$ cat src/rtl/uart_tx.sv
// Byte-wide 8N1 UART transmitter with a small input FIFO and fixed clocks-per-bit divisor.
// Define UART_TX_PARITY_EN to insert an even-parity bit between the data bits and the stop bit.
module uart_tx #(
  parameter int BAUD_DIV   = 434,
  parameter int FIFO_DEPTH = 4
) (
  input  logic       clk,
  input  logic       nRst,
  input  logic [7:0] data,
  input  logic       valid,
  output logic       ready,
  output logic       tx,
  output logic       busy
);

  localparam int          AW        = $clog2(FIFO_DEPTH);
  localparam logic [15:0] BAUD_LAST = 16'(BAUD_DIV - 1);

`ifdef UART_TX_PARITY_EN
  typedef enum logic [2:0] {IDLE, START, DATA, PARITY, STOP} state_t;
`else
  typedef enum logic [1:0] {IDLE, START, DATA, STOP} state_t;
`endif

  state_t state, state_next;

  logic [7:0]    mem [FIFO_DEPTH];
  logic [AW:0]   wr_ptr, rd_ptr;
  logic [AW-1:0] rd_idx;
  logic          full, empty, push, pop;

  logic [7:0]  shift;
  logic [2:0]  bit_cnt;
  logic [15:0] baud_cnt;
  logic        bit_done, advance, tx_d;
`ifdef UART_TX_PARITY_EN
  logic        parity_q;
`endif

  // Pointers carry one wrap bit so full and empty are distinguishable.
  assign rd_idx   = rd_ptr[AW-1:0];
  assign empty    = (wr_ptr == rd_ptr);
  assign full     = (wr_ptr[AW] != rd_ptr[AW]) && (wr_ptr[AW-1:0] == rd_ptr[AW-1:0]);
  assign ready    = !full;
  assign push     = valid && !full;
  assign busy     = (state != IDLE) || !empty;
  assign bit_done = (baud_cnt == BAUD_LAST);

  // NOTE: the storage array has no reset; the pointers alone decide which entries are live.
  always_ff @(posedge clk) begin
    if (push) mem[wr_ptr[AW-1:0]] <= data;
  end

  always_ff @(posedge clk or negedge nRst) begin
    if (!nRst) begin
      wr_ptr <= '0;
      rd_ptr <= '0;
    end else begin
      if (push) wr_ptr <= wr_ptr + (AW+1)'(1);
      if (pop)  rd_ptr <= rd_ptr + (AW+1)'(1);
    end
  end

  always_ff @(posedge clk or negedge nRst) begin
    if (!nRst) state <= IDLE;
    else       state <= state_next;
  end

  // NOTE: every output of a combinational block gets a default first, so no path infers a latch.
  always_comb begin
    state_next = state;
    pop        = 1'b0;
    advance    = 1'b0;
    case (state)
      IDLE: begin
        if (!empty) begin
          pop        = 1'b1;
          state_next = START;
        end
      end
      START: if (bit_done) state_next = DATA;
      DATA: begin
        if (bit_done) begin
`ifdef UART_TX_PARITY_EN
          if (bit_cnt == 3'd7) state_next = PARITY;
`else
          if (bit_cnt == 3'd7) state_next = STOP;
`endif
          else                 advance    = 1'b1;
        end
      end
`ifdef UART_TX_PARITY_EN
      PARITY: if (bit_done) state_next = STOP;
`endif
      STOP: begin
        if (bit_done) begin
          if (!empty) begin
            pop        = 1'b1;
            state_next = START;
          end else begin
            state_next = IDLE;
          end
        end
      end
      default: state_next = IDLE;
    endcase
  end

  // Line level for the coming cycle, computed from the next state so tx can be a plain flop.
  always_comb begin
    tx_d = 1'b1;
    case (state_next)
      START:  tx_d = 1'b0;
      DATA:   tx_d = advance ? shift[1] : shift[0];
`ifdef UART_TX_PARITY_EN
      PARITY: tx_d = parity_q;
`endif
      default: tx_d = 1'b1;
    endcase
  end

  // NOTE: non-blocking assignments so every flop here samples pre-edge values.
  always_ff @(posedge clk or negedge nRst) begin
    if (!nRst) begin
      shift    <= '0;
      bit_cnt  <= '0;
      baud_cnt <= '0;
      tx       <= 1'b1;
`ifdef UART_TX_PARITY_EN
      parity_q <= 1'b0;
`endif
    end else begin
      if (pop) begin
        shift    <= mem[rd_idx];
        bit_cnt  <= '0;
`ifdef UART_TX_PARITY_EN
        parity_q <= ^mem[rd_idx];
`endif
      end else if (advance) begin
        shift   <= {1'b0, shift[7:1]};
        bit_cnt <= bit_cnt + 3'd1;
      end
      if ((state_next != state) || advance || (state_next == IDLE)) baud_cnt <= '0;
      else                                                          baud_cnt <= baud_cnt + 16'd1;
      tx <= tx_d;
    end
  end

endmodule
$ cat config.mk
export PLATFORM = sky130hd
export DESIGN_NAME = uart_tx
export DESIGN_NICKNAME = d
export VERILOG_FILES = /design/src/rtl/uart_tx.sv
export SDC_FILE = /design/constraint.sdc
export NUM_CORES = 1
export LEC_CHECK = 0
export ABC_AREA = 1
export BUFFER_PORTS_ARGS = -buffer_cell sky130_fd_sc_hd__buf_2
export CAP_MARGIN = 20
export CORE_ASPECT_RATIO = 0.9
export CORE_MARGIN = 10
export CORE_UTILIZATION = 48
export CTS_BUF_LIST = sky130_fd_sc_hd__clkbuf_4 sky130_fd_sc_hd__clkbuf_8 sky130_fd_sc_hd__clkbuf_16
export DETAILED_ROUTE_END_ITERATION = 8
export MAX_ROUTING_LAYER = met4
export PLACE_DENSITY_LB_ADDON = 0.08
export SYNTH_ARGS = -nofsm -noshare
export SYNTH_HDL_FRONTEND = slang
export SYNTH_SLANG_ARGS = --single-unit
$ cat constraint.sdc
create_clock -name clk -period 1.8 [get_ports clk]
set_input_delay 0.27 -clock clk [delete_from_list [all_inputs] [get_ports clk]]
set_output_delay 0.27 -clock clk [all_outputs]
set_load 0.05 [all_outputs]
==> insert_results.sql <==
INSERT INTO impl_metrics (metric_group, metric, value, unit) VALUES
('run_status', 'outcome', 'finished with violations', ''),
('run_status', 'violated_checks', 'setup timing', ''),
('global_route', 'via_count_of_the_first_global_routing_pass', '2553', ''),
('synth', 'synth_nets', '392', ''),
('final_layout', 'post_route_cells_drive_above_1_share', '37.3', '%'),
('critical_path', 'reg2reg_depth', '14', ''),
('critical_path', 'critical_path.startpoint_type', 'register', ''),
('routing', 'dr.pass1.iters', '4', ''),
('routing', 'wl_per_cell', '13.7', 'um'),
('critical_path', 'worstPathMaxFanout', '8', ''),
('synth', 'share_of_the_yosys_chip_area_belonging_to_registers', '54.7', '%'),
('timing', 'final.setup.worst_slack', '-0.150', 'ns'),
('clocking', 'tritoncts.num_buffers', '9', ''),
('timing', 'finalSetupViolations', '25', ''),
('routing', 'initial_drc_count', '73', ''),
('floorplanning', 'start_util', '48.9', '%'),
('floorplanning', 'num_io_pins', '14', ''),
('clocking', 'tritoncts', 'done', ''),
('placement', 'numPlacedInstances', '515', ''),
('critical_path', 'worstSetupStartpoint', 'baud_cnt[1]$_DFF_PN0_', ''),
('timing', 'slew_violations', '0', ''),
('critical_path', 'worstPathArrival', '2.23', 'ns'),
('routing', 'antenna_violating_nets_left', '0', ''),
('power_and_ir_drop', 'p_clk_share', '30.1', '%'),
('final_layout', 'layout_common_cells', '53 x sky130_fd_sc_hd__buf_4, 50 x sky130_fd_sc_hd__nand2_1, 35 x sky130_fd_sc_hd__inv_1', ''),
('global_route', 'grt_first_pass_wirelength', '11.8', 'mm'),
('global_route', 'global_route.usage.total', '14.3', '%'),
('timing', 'fin_crit_sh', '108', '%'),
('timing', 'fin_worst_hold_slack', '0.127', 'ns'),
('power_and_ir_drop', 'share_seq_of_total_power', '50.1', '%'),
('clocking', 'clockRootBuffer', 'sky130_fd_sc_hd__clkbuf_8', ''),
('power_and_ir_drop', 'p_sw_share', '29.6', '%'),
('min_path', 'timing.hold.worst.class', 'in2reg', ''),
('clocking', 'clock-sinks', '68', ''),
('floorplanning', 'dieArea', '10900', 'sq um'),
('placement', 'detailedPlacementHpwl', '4.75', 'mm'),
('floorplanning', 'core_area', '6970', 'sq um'),
('power_and_ir_drop', 'vdd_ir_drop_max', '0.628', 'mV'),
('routing', 'via_per_inst', '4.83', ''),
('timing', 'worst_slew_margin_rel', '77.4', '%'),
('synth', 'postSynthRegisterBits', '68', ''),
('power_and_ir_drop', 'power_switching', '1.11', 'mW'),
('routing', 'vias', '2629', ''),
('critical_path', 'worst_r2r_endpoint', 'baud_cnt[2]$_DFF_PN0_', ''),
('power_and_ir_drop', 'total_power', '3.75', 'mW'),
('routing', 'route.detailed.drc', '0', ''),
('timing', 'grt_setup_unrepaired', 'true', ''),
('clocking', 'worst_setup_hold_path_clk_slew', '0.08', 'ns'),
('synth', 'netlist-cell-type-count', '31', ''),
('final_layout', 'n_diodes', '0', ''),
('power_and_ir_drop', 'internal_cell_power', '2.64', 'mW'),
('critical_path', 'setup.worst_path.class', 'reg2reg', ''),
('timing', 'period_minus_slack', '1.95', 'ns'),
('synth', 'synthCells', '367', ''),
('synth', 'per_instance_average_area_after_synthesis', '9.29', 'sq um'),
('routing', 'finalWirelength', '7.43', 'mm'),
('synth', 'yosys_warnings', '0', ''),
('run', 'drv.max_cap_violation_count', '0', ''),
('power_and_ir_drop', 'static-leakage-power', '2.04', 'nW'),
('placement', 'place.gp.congestion', '0.845', ''),
('timing', 'final_hold_viol_count', '0', ''),
('clocking', 'ctsHtreeMaxLevel', '3', ''),
('global_route', 'globalRouteOverflowTotal', '0', ''),
('power_and_ir_drop', 'power.share.combinational', '19.8', '%'),
('critical_path', 'worst-endpoint-required', '2.08', 'ns'),
('global_route', 'maximum_number_of_pins_on_one_net_before_global_route_repair', '37', ''),
('placement', 'placement.io_buffers', '13', ''),
('critical_path', 'end_kind', 'register', ''),
('timing', 'fmax', '513', 'MHz'),
('floorplanning', 'die_w', '109', 'um'),
('timing', 'worst_pin_slew', '0.337', 'ns');
## layout make-up
cell class / instances / area, sq um
clock buffer: 9 / 124
inverter: 48 / 193
timing repair buffer: 74 / 571
multi-input combinational: 245 / 1570
sequential: 68 / 1860
fill: 599 / 2480
clock inverter: 7 / 52.6
tap: 93 / 116
## synth_stat cells (all sizes together)
cell type / n / area (sq um)
nand3b: 2 / 15.0
edfxtp: 32 / 961
nand4: 5 / 31.3
nand2: 70 / 280
xor2: 14 / 123
o21ai: 27 / 135
a21o: 1 / 7.51
nor3: 4 / 20.0
clkinv: 2 / 7.51
o211ai: 2 / 15.0
a21oi: 6 / 30.0
ha: 14 / 175
buf: 4 / 28.8
nor2: 64 / 288
dfrtp: 35 / 876
inv: 46 / 173
dfstp: 1 / 26.3
xnor2: 2 / 17.5
o22ai: 6 / 37.5
nand3: 25 / 135
a21boi: 2 / 15.0
clkbuf: 3 / 11.3
## metal layers
| layer | vias to the layer above | GRT usage [%] | wire length, um |
|---|---|---|---|
| li1 | 1354 | - | - |
| met1 | 1230 | 16.4 | 3260 |
| met2 | 36 | 23.0 | 3820 |
| met3 | 9 | 3.97 | 257 |
| met4 | 0 | 6.18 | 103 |
| met5 | - | - | 0 |
## through the flow
| step | util [%] | setup slack (ns) | cell area, sq um |
|---|---|---|---|
| after global routing | 64.4 | -0.298 | 4490 |
| after CTS | 60.6 | -0.0544 | 4220 |
| after floorplan | - | -0.242 | 3450 |
| after detailed placement | 57.0 | -0.0755 | 3970 |
| final | 64.4 | -0.150 | 4490 |
| after global placement | 57.0 | -0.0657 | 3970 |
## what timing repair did
action / 4_1_cts / 5_1_grt
buffers inserted: 1 / 9
hold buffers: 1 / 0
pin swaps: 6 / 17
gates resized for setup: 13 / 70
gates cloned: 1 / 1
endpoints found under the setup margin: 24 / 28
hold endpoints to repair: 35 / 0
## worst min-delay path by stage
stage,depth (start not counted),start,to
CTS,1,data[4],mem[3][4]$_DFFE_PP_
detailed placement,2,nRst,baud_cnt[10]$_DFF_PN0_
global placement,2,nRst,baud_cnt[10]$_DFF_PN0_
global route,1,data[4],mem[1][4]$_DFFE_PP_
finish,1,data[4],mem[1][4]$_DFFE_PP_
floorplan,0,nRst,baud_cnt[0]$_DFF_PN0_
## power by group through the flow
stage                     registers (mW)  logic, mW  clock network (mW)
after floorplan                     1.90      0.340                   0
after global placement              1.90      0.581                   0
after detailed placement            1.90      0.592                   0
after CTS                           1.87      0.595                1.18
after global routing                1.90      0.819                1.24
final                               1.88      0.743                1.13
## state kept, by name, indices dropped and copies added (netlist names)
register / count
shift: 8
wr_ptr: 3
mem: 32
state: 2
tx: 1
rd_ptr: 3
bit_cnt: 3
baud_cnt: 16
## cell families (layout without fill, tap and decap cells)
kind of cell             Yosys count  after routing  share of synthesized area (%)
AO/OA/AOI/OAI                     44             44                           7.05
adder cells (fa/ha/maj)           14             14                           5.14
flip-flops                        68             68                           54.7
XOR/XNOR                          16             16                           4.11
AND/OR/NAND/NOR                  170            171                           22.6
buffers and inverters             55            138                           6.46
## worst max-delay path, cell delays in order (launching register included)
cell                       delay [ns]
sky130_fd_sc_hd__dfrtp_1         0.39
sky130_fd_sc_hd__inv_2           0.07
sky130_fd_sc_hd__ha_4            0.13
sky130_fd_sc_hd__nand3b_1        0.09
sky130_fd_sc_hd__nor2_2          0.16
sky130_fd_sc_hd__nand2_2         0.09
sky130_fd_sc_hd__nor2_2          0.14
sky130_fd_sc_hd__nor2_2          0.06
sky130_fd_sc_hd__nand2_2         0.08
sky130_fd_sc_hd__nand2_1         0.05
sky130_fd_sc_hd__nand2_1         0.07
sky130_fd_sc_hd__nand2_2         0.07
sky130_fd_sc_hd__nor2_4          0.24
sky130_fd_sc_hd__nand2_8         0.13
sky130_fd_sc_hd__nor2_2          0.12
No activity file was read; power rests on OpenSTA's default activity.
